$ cat src/rtl/alu_operand_sequencer.sv
// Multi-cycle operand front end for an external combinational 16-bit ALU.
// Sequences register-file reads into A/B, captures the ALU result and optionally writes it back.
module alu_operand_sequencer #(
  parameter int unsigned DATA_W = 16,
  parameter int unsigned NREG   = 8,
  parameter int unsigned REG_AW = 3
) (
  input  logic              clk,
  input  logic              reset_n,
  input  logic              ld_valid,
  input  logic [REG_AW-1:0] ld_reg,
  input  logic [DATA_W-1:0] ld_data,
  input  logic              req_valid,
  output logic              req_ready,
  input  logic [1:0]        req_op,
  input  logic [REG_AW-1:0] req_rn,
  input  logic [REG_AW-1:0] req_rm,
  input  logic [REG_AW-1:0] req_rd,
  input  logic [1:0]        req_shift,
  input  logic              req_wb,
  output logic [DATA_W-1:0] alu_ain,
  output logic [DATA_W-1:0] alu_bin,
  output logic [1:0]        alu_op,
  input  logic [DATA_W-1:0] alu_out,
  input  logic              alu_z,
  output logic [DATA_W-1:0] result,
  output logic              status_z,
  output logic              done
);

  typedef enum logic [2:0] {
    IDLE   = 3'd0,
    READ_A = 3'd1,
    READ_B = 3'd2,
    EXEC   = 3'd3,
    WRITE  = 3'd4
  } state_t;

  state_t state, state_next;

  logic [DATA_W-1:0] rf [NREG];
  logic [DATA_W-1:0] a_q, b_q, c_q;
  logic              z_q, done_q, wb_q;
  logic [1:0]        op_q, shift_q;
  logic [REG_AW-1:0] rn_q, rm_q, rd_q;

  logic              accept, ld_en, a_en, b_en, c_en, wr_en;
  logic [REG_AW-1:0] rd_idx;
  logic [DATA_W-1:0] rd_data;
  logic [DATA_W-1:0] b_shifted;

  // Next-state and per-state enables
  always_comb begin
    state_next = state;
    accept     = 1'b0;
    ld_en      = 1'b0;
    a_en       = 1'b0;
    b_en       = 1'b0;
    c_en       = 1'b0;
    wr_en      = 1'b0;
    case (state)
      IDLE: begin
        if (ld_valid) begin
          ld_en = 1'b1;
        end else if (req_valid) begin
          accept     = 1'b1;
          state_next = READ_A;
        end
      end
      READ_A: begin
        a_en       = 1'b1;
        state_next = READ_B;
      end
      READ_B: begin
        b_en       = 1'b1;
        state_next = EXEC;
      end
      EXEC: begin
        c_en       = 1'b1;
        state_next = WRITE;
      end
      WRITE: begin
        wr_en      = wb_q;
        state_next = IDLE;
      end
      default: state_next = IDLE;
    endcase
  end

  assign req_ready = (state == IDLE) && !ld_valid;

  // Single read port, shared between the A and B fetch cycles
  assign rd_idx  = (state == READ_A) ? rn_q : rm_q;
  assign rd_data = rf[rd_idx];

  always_comb begin
    b_shifted = b_q;
    case (shift_q)
      2'b01:   b_shifted = {b_q[DATA_W-2:0], 1'b0};
      2'b10:   b_shifted = {1'b0, b_q[DATA_W-1:1]};
      2'b11:   b_shifted = {b_q[DATA_W-1], b_q[DATA_W-1:1]};
      default: b_shifted = b_q;
    endcase
  end

  always_ff @(posedge clk) begin
    if (!reset_n) begin
      state   <= IDLE;
      a_q     <= '0;
      b_q     <= '0;
      c_q     <= '0;
      z_q     <= 1'b0;
      done_q  <= 1'b0;
      wb_q    <= 1'b0;
      op_q    <= '0;
      shift_q <= '0;
      rn_q    <= '0;
      rm_q    <= '0;
      rd_q    <= '0;
      for (int i = 0; i < int'(NREG); i++) rf[i] <= '0;
    end else begin
      state  <= state_next;
      done_q <= (state == WRITE);
      if (accept) begin
        op_q    <= req_op;
        rn_q    <= req_rn;
        rm_q    <= req_rm;
        rd_q    <= req_rd;
        shift_q <= req_shift;
        wb_q    <= req_wb;
      end
      if (a_en) a_q <= rd_data;
      if (b_en) b_q <= rd_data;
      if (c_en) begin
        c_q <= alu_out;
        z_q <= alu_z;
      end
      // ld only happens in IDLE and write-back only in WRITE, so they never collide
      if (ld_en)      rf[ld_reg] <= ld_data;
      else if (wr_en) rf[rd_q]   <= c_q;
    end
  end

  assign alu_ain  = a_q;
  assign alu_bin  = b_shifted;
  assign alu_op   = op_q;
  assign result   = c_q;
  assign status_z = z_q;
  assign done     = done_q;

endmodule

$ cat config.mk
export PLATFORM = sky130hd
export DESIGN_NAME = alu_operand_sequencer
export DESIGN_NICKNAME = d
export VERILOG_FILES = /design/src/rtl/alu_operand_sequencer.sv
export SDC_FILE = /design/constraint.sdc
export NUM_CORES = 1
export LEC_CHECK = 0
export CORE_AREA = 2 2 136 138
export CTS_CLUSTER_SIZE = 20
export DETAILED_ROUTE_END_ITERATION = 16
export DIE_AREA = 0 0 138 140
export GPL_TIMING_DRIVEN = 1
export PLACE_DENSITY = 0.86
export SYNTH_ARGS = -nofsm -noshare
export SYNTH_HDL_FRONTEND = slang
export SYNTH_SLANG_ARGS = --single-unit
export TNS_END_PERCENT = 50
$ cat constraint.sdc
create_clock -name clk -period 4 [get_ports clk]
set_input_delay 1 -clock clk [delete_from_list [all_inputs] [get_ports clk]]
set_output_delay 1 -clock clk [all_outputs]
set_load 0.005 [all_outputs]
---- After elaboration in Yosys (flattened, before gate mapping) ----
Memories as Yosys holds them, arrays and structs flattened.
Cells that the tools add are included.
operators by class
  equal/unequal tests ..................... 9
  reduce and logical (&&, ||, !) cells .... 6
  muxes and demuxes ....................... 28
operators with widths
  operator                                                         number
  16-bit case mux with 3 select lines                              1
  16-bit 2-to-1 mux                                                2
  16-bit OR reduction                                              2
  1-bit 2-to-1 mux                                                 19
  3-bit 2-to-1 mux                                                 5
  3-bit case mux with 4 select lines                               1
  3-bit by 2-bit == test with 1-bit output, second input constant  2
  2-bit == test, second input constant                             2
  2-bit != test, second input constant                             2
  3-bit by 1-bit == test with 1-bit output, second input constant  1
  3-bit == test, second input constant                             1
  3-bit logical NOT                                                1
  2-bit by 1-bit == test with 1-bit output, second input constant  1
  2-bit AND reduction                                              1
  1-bit logical AND                                                1
  1-bit logical NOT                                                1
word-level totals
  register bits after elaboration ......... 67
  bits in writable memories ............... 128
  logic and storage cells ................. 56
  output and inout port bits .............. 53
  bits of input ports ..................... 54
  memories ................................ 1
memories
  memory  depth  width  rd ports  clocked after Yosys merged registers in  write ports  line  text
  rf      8      16     1         0                                        8            41    logic [DATA_W-1:0] rf [NREG];

---- Depth between registers and ports, before layout ----
  depth after elaboration ................. 8
  gate-level depth with buffers ........... 8
  mapped depth without buffers ............ 4

---- Worst setup path after synthesis ----
No wires, ideal clock.
  kind .................................... input-to-reg
  start ................................... input reset_n
  end ..................................... memory rf[0][0] (enable)
  setup slack ............................. 901 ps
  data arrival time ....................... 2728 ps
  cell stages on the path ................. 6
  path buffers ............................ 2
  data required time ...................... 3628 ps
  path through ............................ buf_2 -> or4b_4 -> o31ai_4 -> a32oi_2 -> buf_4 -> nand2_1
RTL lines
  what                line  text
  start: declaration  9     input logic reset_n,
  end: declaration    41

---- Final worst setup path ----
  start ................................... input ld_valid
  end ..................................... output req_ready
between the ends
  word-level cells in the longest chain between the ends .. 2
ends and longest elaborated chain
  what                line  text
  start: declaration  10    input logic ld_valid,
  1-bit logical NOT   90    assign req_ready = (state == IDLE) && !ld_valid;
  1-bit logical AND   90
  end: declaration    14    output logic req_ready,
No other way between the ends.

==> metrics.yaml <==
cp_max_fo: 4
min_from: "alu_op[1]$_SDFFE_PN0P_"
cts_post_setup_buffers_inserted: 0
peakVddDrop_mv: 0.3760
cts.sinks: 195
rsz0062_at_grt: "no"
critical_path.cell_chain: "clkdlybuf4s50_1 -> nor4_1 -> clkdlybuf4s50_1"
clock_power_share: 0.377
hold_buffers: 0
critical-path-top-delay-family: "buffers and inverters"
initial_core_util: 0.5410
wl_met2_microns: 11290
fin_setup_tns_ns: 0
leakage_nw: 4.080
grt.overflow.total: 0
worst-path-buf-inv: 2
cts_max_level: 4
ant_nets: 0
critical_path_arrival_ns: 2.42
worstReg2RegEnd: "rf[4][7]$_SDFFCE_PN0P_"
grt_max_degree: 57
holdWs_ns: 0.4702
met3_length_microns: 2223
clkTransAtPathRegs_ns: 0.07
worst_slew_pin_slew_ns: 1.108
required_ns: 3.00
synth_edf_count: 128
top_layer: "met4"
seq_power_share: 0.504
switching_share: 0.2412
place_congestion: 0.8842
cts_tree: "built"
setup_viol: 0
totalWireLength_microns: 23300
synth_seq_cells: 195
cpPeakStageDelay_ns: 0.59
syn_area_per_cell_sq_um: 11.73
dr_total_vias: 6998
p_int_mw: 3.545
slowest_stage: "clkdlybuf4s50_1"
grt_pass1_vias: 6860
syn_area_sq_um: 9618
skew_ns: 0.007685
place_hpwl_microns: 16160
met1_length_microns: 9332
r2r_start: "state[1]$_SDFFE_PN0P_"
rrSetupSlack_ns: 1.14
ys_async_sr_fraction: 0
synth_flop_cell: "edfxtp_1"
core_sq_um: 17780
fp.dieW_microns: 138
hp-class: "flip-flop to flip-flop"
numPortBuffers: 106
synthToLayoutAreaGrowth_pct: 18.75
fin_nets: 950
dieArea_sq_um: 19320
cts-root-buf: "clkbuf_16"
power_density_nw_per_um2: 409.1
grt_pass1_wl_microns: 37380
ys_seq_area_frac: 0.5391
drc_errors: 0
p_comb_frac: 0.119
fmax_mhz: 292.3
drt_pre_antenna_iters: 5
endpoint_kind: "primary output"
antenna_cells: 0
fin_crit_ns: 3.421
netlist_instances: 820
io_pins: 107
crit_type: "input pin to primary output"
switching_power_mw: 1.127
cap_violations: 0
synth_fp_nets: 874
cp-start-kind: "input pin"
wl_per_cell_microns: 20.47
die_h_microns: 140
antenna_found_initial: 0
drt_iter0_drc: 771
drive_gt1_frac: 0.1243
drv_slew: 0
hold_viol: 0
synthDistinctLibCells: 44
ys_warn_count: 0
cts_resized: 0
grt.total_usage: 0.2455
rr_worst_depth: 4
crit_top_cell: "clkdlybuf4s50_1"
vias_per_cell: 6.149
cts_buffers: 17
hold_depth: 2
relSlewSlack: 0.2604
cts_buffer_depth: 2
rows: 49
hold_end: "alu_op[1]$_SDFFE_PN0P_"
clock_latency_ns: 0.44
outcome: "complete, no violations"
period_share: 0.8552
cells in the final DEF, fill, tap and decap left out, types with 4 or more instances in the layout:
master | Yosys | routed
dfxtp_1 | 67 | 64
nor2_1 | 132 | 132
clkdlybuf4s50_1 | 0 | 105
nand4_1 | 4 | 4
nand3b_1 | 5 | 5
buf_4 | 1 | 21
o211a_1 | 15 | 15
a31oi_1 | 15 | 15
mux4_2 | 45 | 45
a21boi_0 | 31 | 31
clkinv_2 | 0 | 4
clkbuf_16 | 0 | 18
a211oi_1 | 15 | 15
o21ai_0 | 30 | 30
inv_1 | 4 | 4
mux2i_1 | 74 | 74
edfxtp_1 | 128 | 128
nand2_1 | 119 | 119
o32a_1 | 4 | 4
a211o_1 | 15 | 15
nor2b_1 | 16 | 16
logic make-up (layout without fill, tap and decap cells):
group	Yosys count	after routing	synth area share
xor+xnor	2	2	0.001822
mux	120	120	0.1836
simple gates	295	295	0.1317
compound gates	134	134	0.1093
buf+inv	74	163	0.03460
flops	195	195	0.5391
power by group through the flow:
stage	clock, mW	combinational [mW]	sequential [mW]
final	1.76	0.554	2.36
after global routing	1.85	0.600	2.37
after CTS	1.77	0.553	2.35
after detailed placement	0	0.549	2.40
after global placement	0	0.534	2.39
after floorplan	0	0.363	2.33
worst max path at each step:
| stage | start | to | slack [ns] | depth (start not counted) |
|---|---|---|---|---|
| global placement | ld_valid | req_ready | 0.64 | 3 |
| CTS | ld_valid | req_ready | 0.59 | 3 |
| floorplan | reset_n | rf[0][0]$_SDFFCE_PN0P_ | 0.90 | 6 |
| global route | ld_valid | req_ready | 0.45 | 3 |
| finish | ld_valid | req_ready | 0.58 | 3 |
| detailed placement | reset_n | rf[5][8]$_SDFFCE_PN0P_ | 0.55 | 7 |
per-stage QoR:
stage,instances,power (mW),setup WS (ns),instance area [sq um],util
finish,1138,4.672,0.5791,11420,0.6424
global route,1138,4.812,0.4501,11420,0.6424
CTS,1138,4.675,0.5911,11420,0.6424
detailed placement,1106,2.945,0.5547,10810,0.6080
global placement,1106,2.920,0.6369,10810,0.6080
floorplan,820,2.693,0.9008,9618,-
area by class of cell:
type,count,area [sq um]
Clock inverter,11,120.1
Fill cell,1290,6359
Inverter,4,15.01
Timing Repair Buffer,127,1214
Sequential cell,195,5189
Multi-Input combinational cell,551,4105
Clock buffer,21,491.7
Tap cell,229,286.5
cells in the mapped netlist, types with 5 or more instances:
master | number | area (sq um)
a211o_1 | 15 | 131.4
a211oi_1 | 15 | 112.6
a21boi_0 | 31 | 232.7
a31oi_1 | 15 | 93.84
buf_1 | 6 | 22.52
buf_2 | 17 | 85.08
clkbuf_1 | 42 | 157.7
dfxtp_1 | 67 | 1341
edfxtp_1 | 128 | 3844
mux2i_1 | 74 | 740.7
mux4_2 | 45 | 1013
nand2_1 | 119 | 446.7
nand3b_1 | 5 | 37.54
nor2_1 | 132 | 495.5
nor2b_1 | 16 | 100.1
o211a_1 | 15 | 150.1
o21ai_0 | 30 | 150.1
metal layers:
layer | track usage | vias to the layer above
li1 | - | 3163
met1 | 0.3250 | 3391
met2 | 0.4039 | 395
met3 | 0.05504 | 49
met4 | 0.08485 | 0
met5 | 0 | -
state kept, by name, summed over array words and instances (netlist names), 3 cells and up:
| register | cells |
|---|---|
| rd_q | 3 |
| result | 16 |
| rm_q | 3 |
| rn_q | 3 |
| b_q | 16 |
| state | 3 |
| alu_ain | 16 |
| rf | 128 |
worst min-delay path, stage by stage, from the launching register on:
cell,delay [ns]
dfxtp_1,0.31
nand2_1,0.05
a21boi_0,0.07
Note: power is estimated with default switching activity, not from simulation.
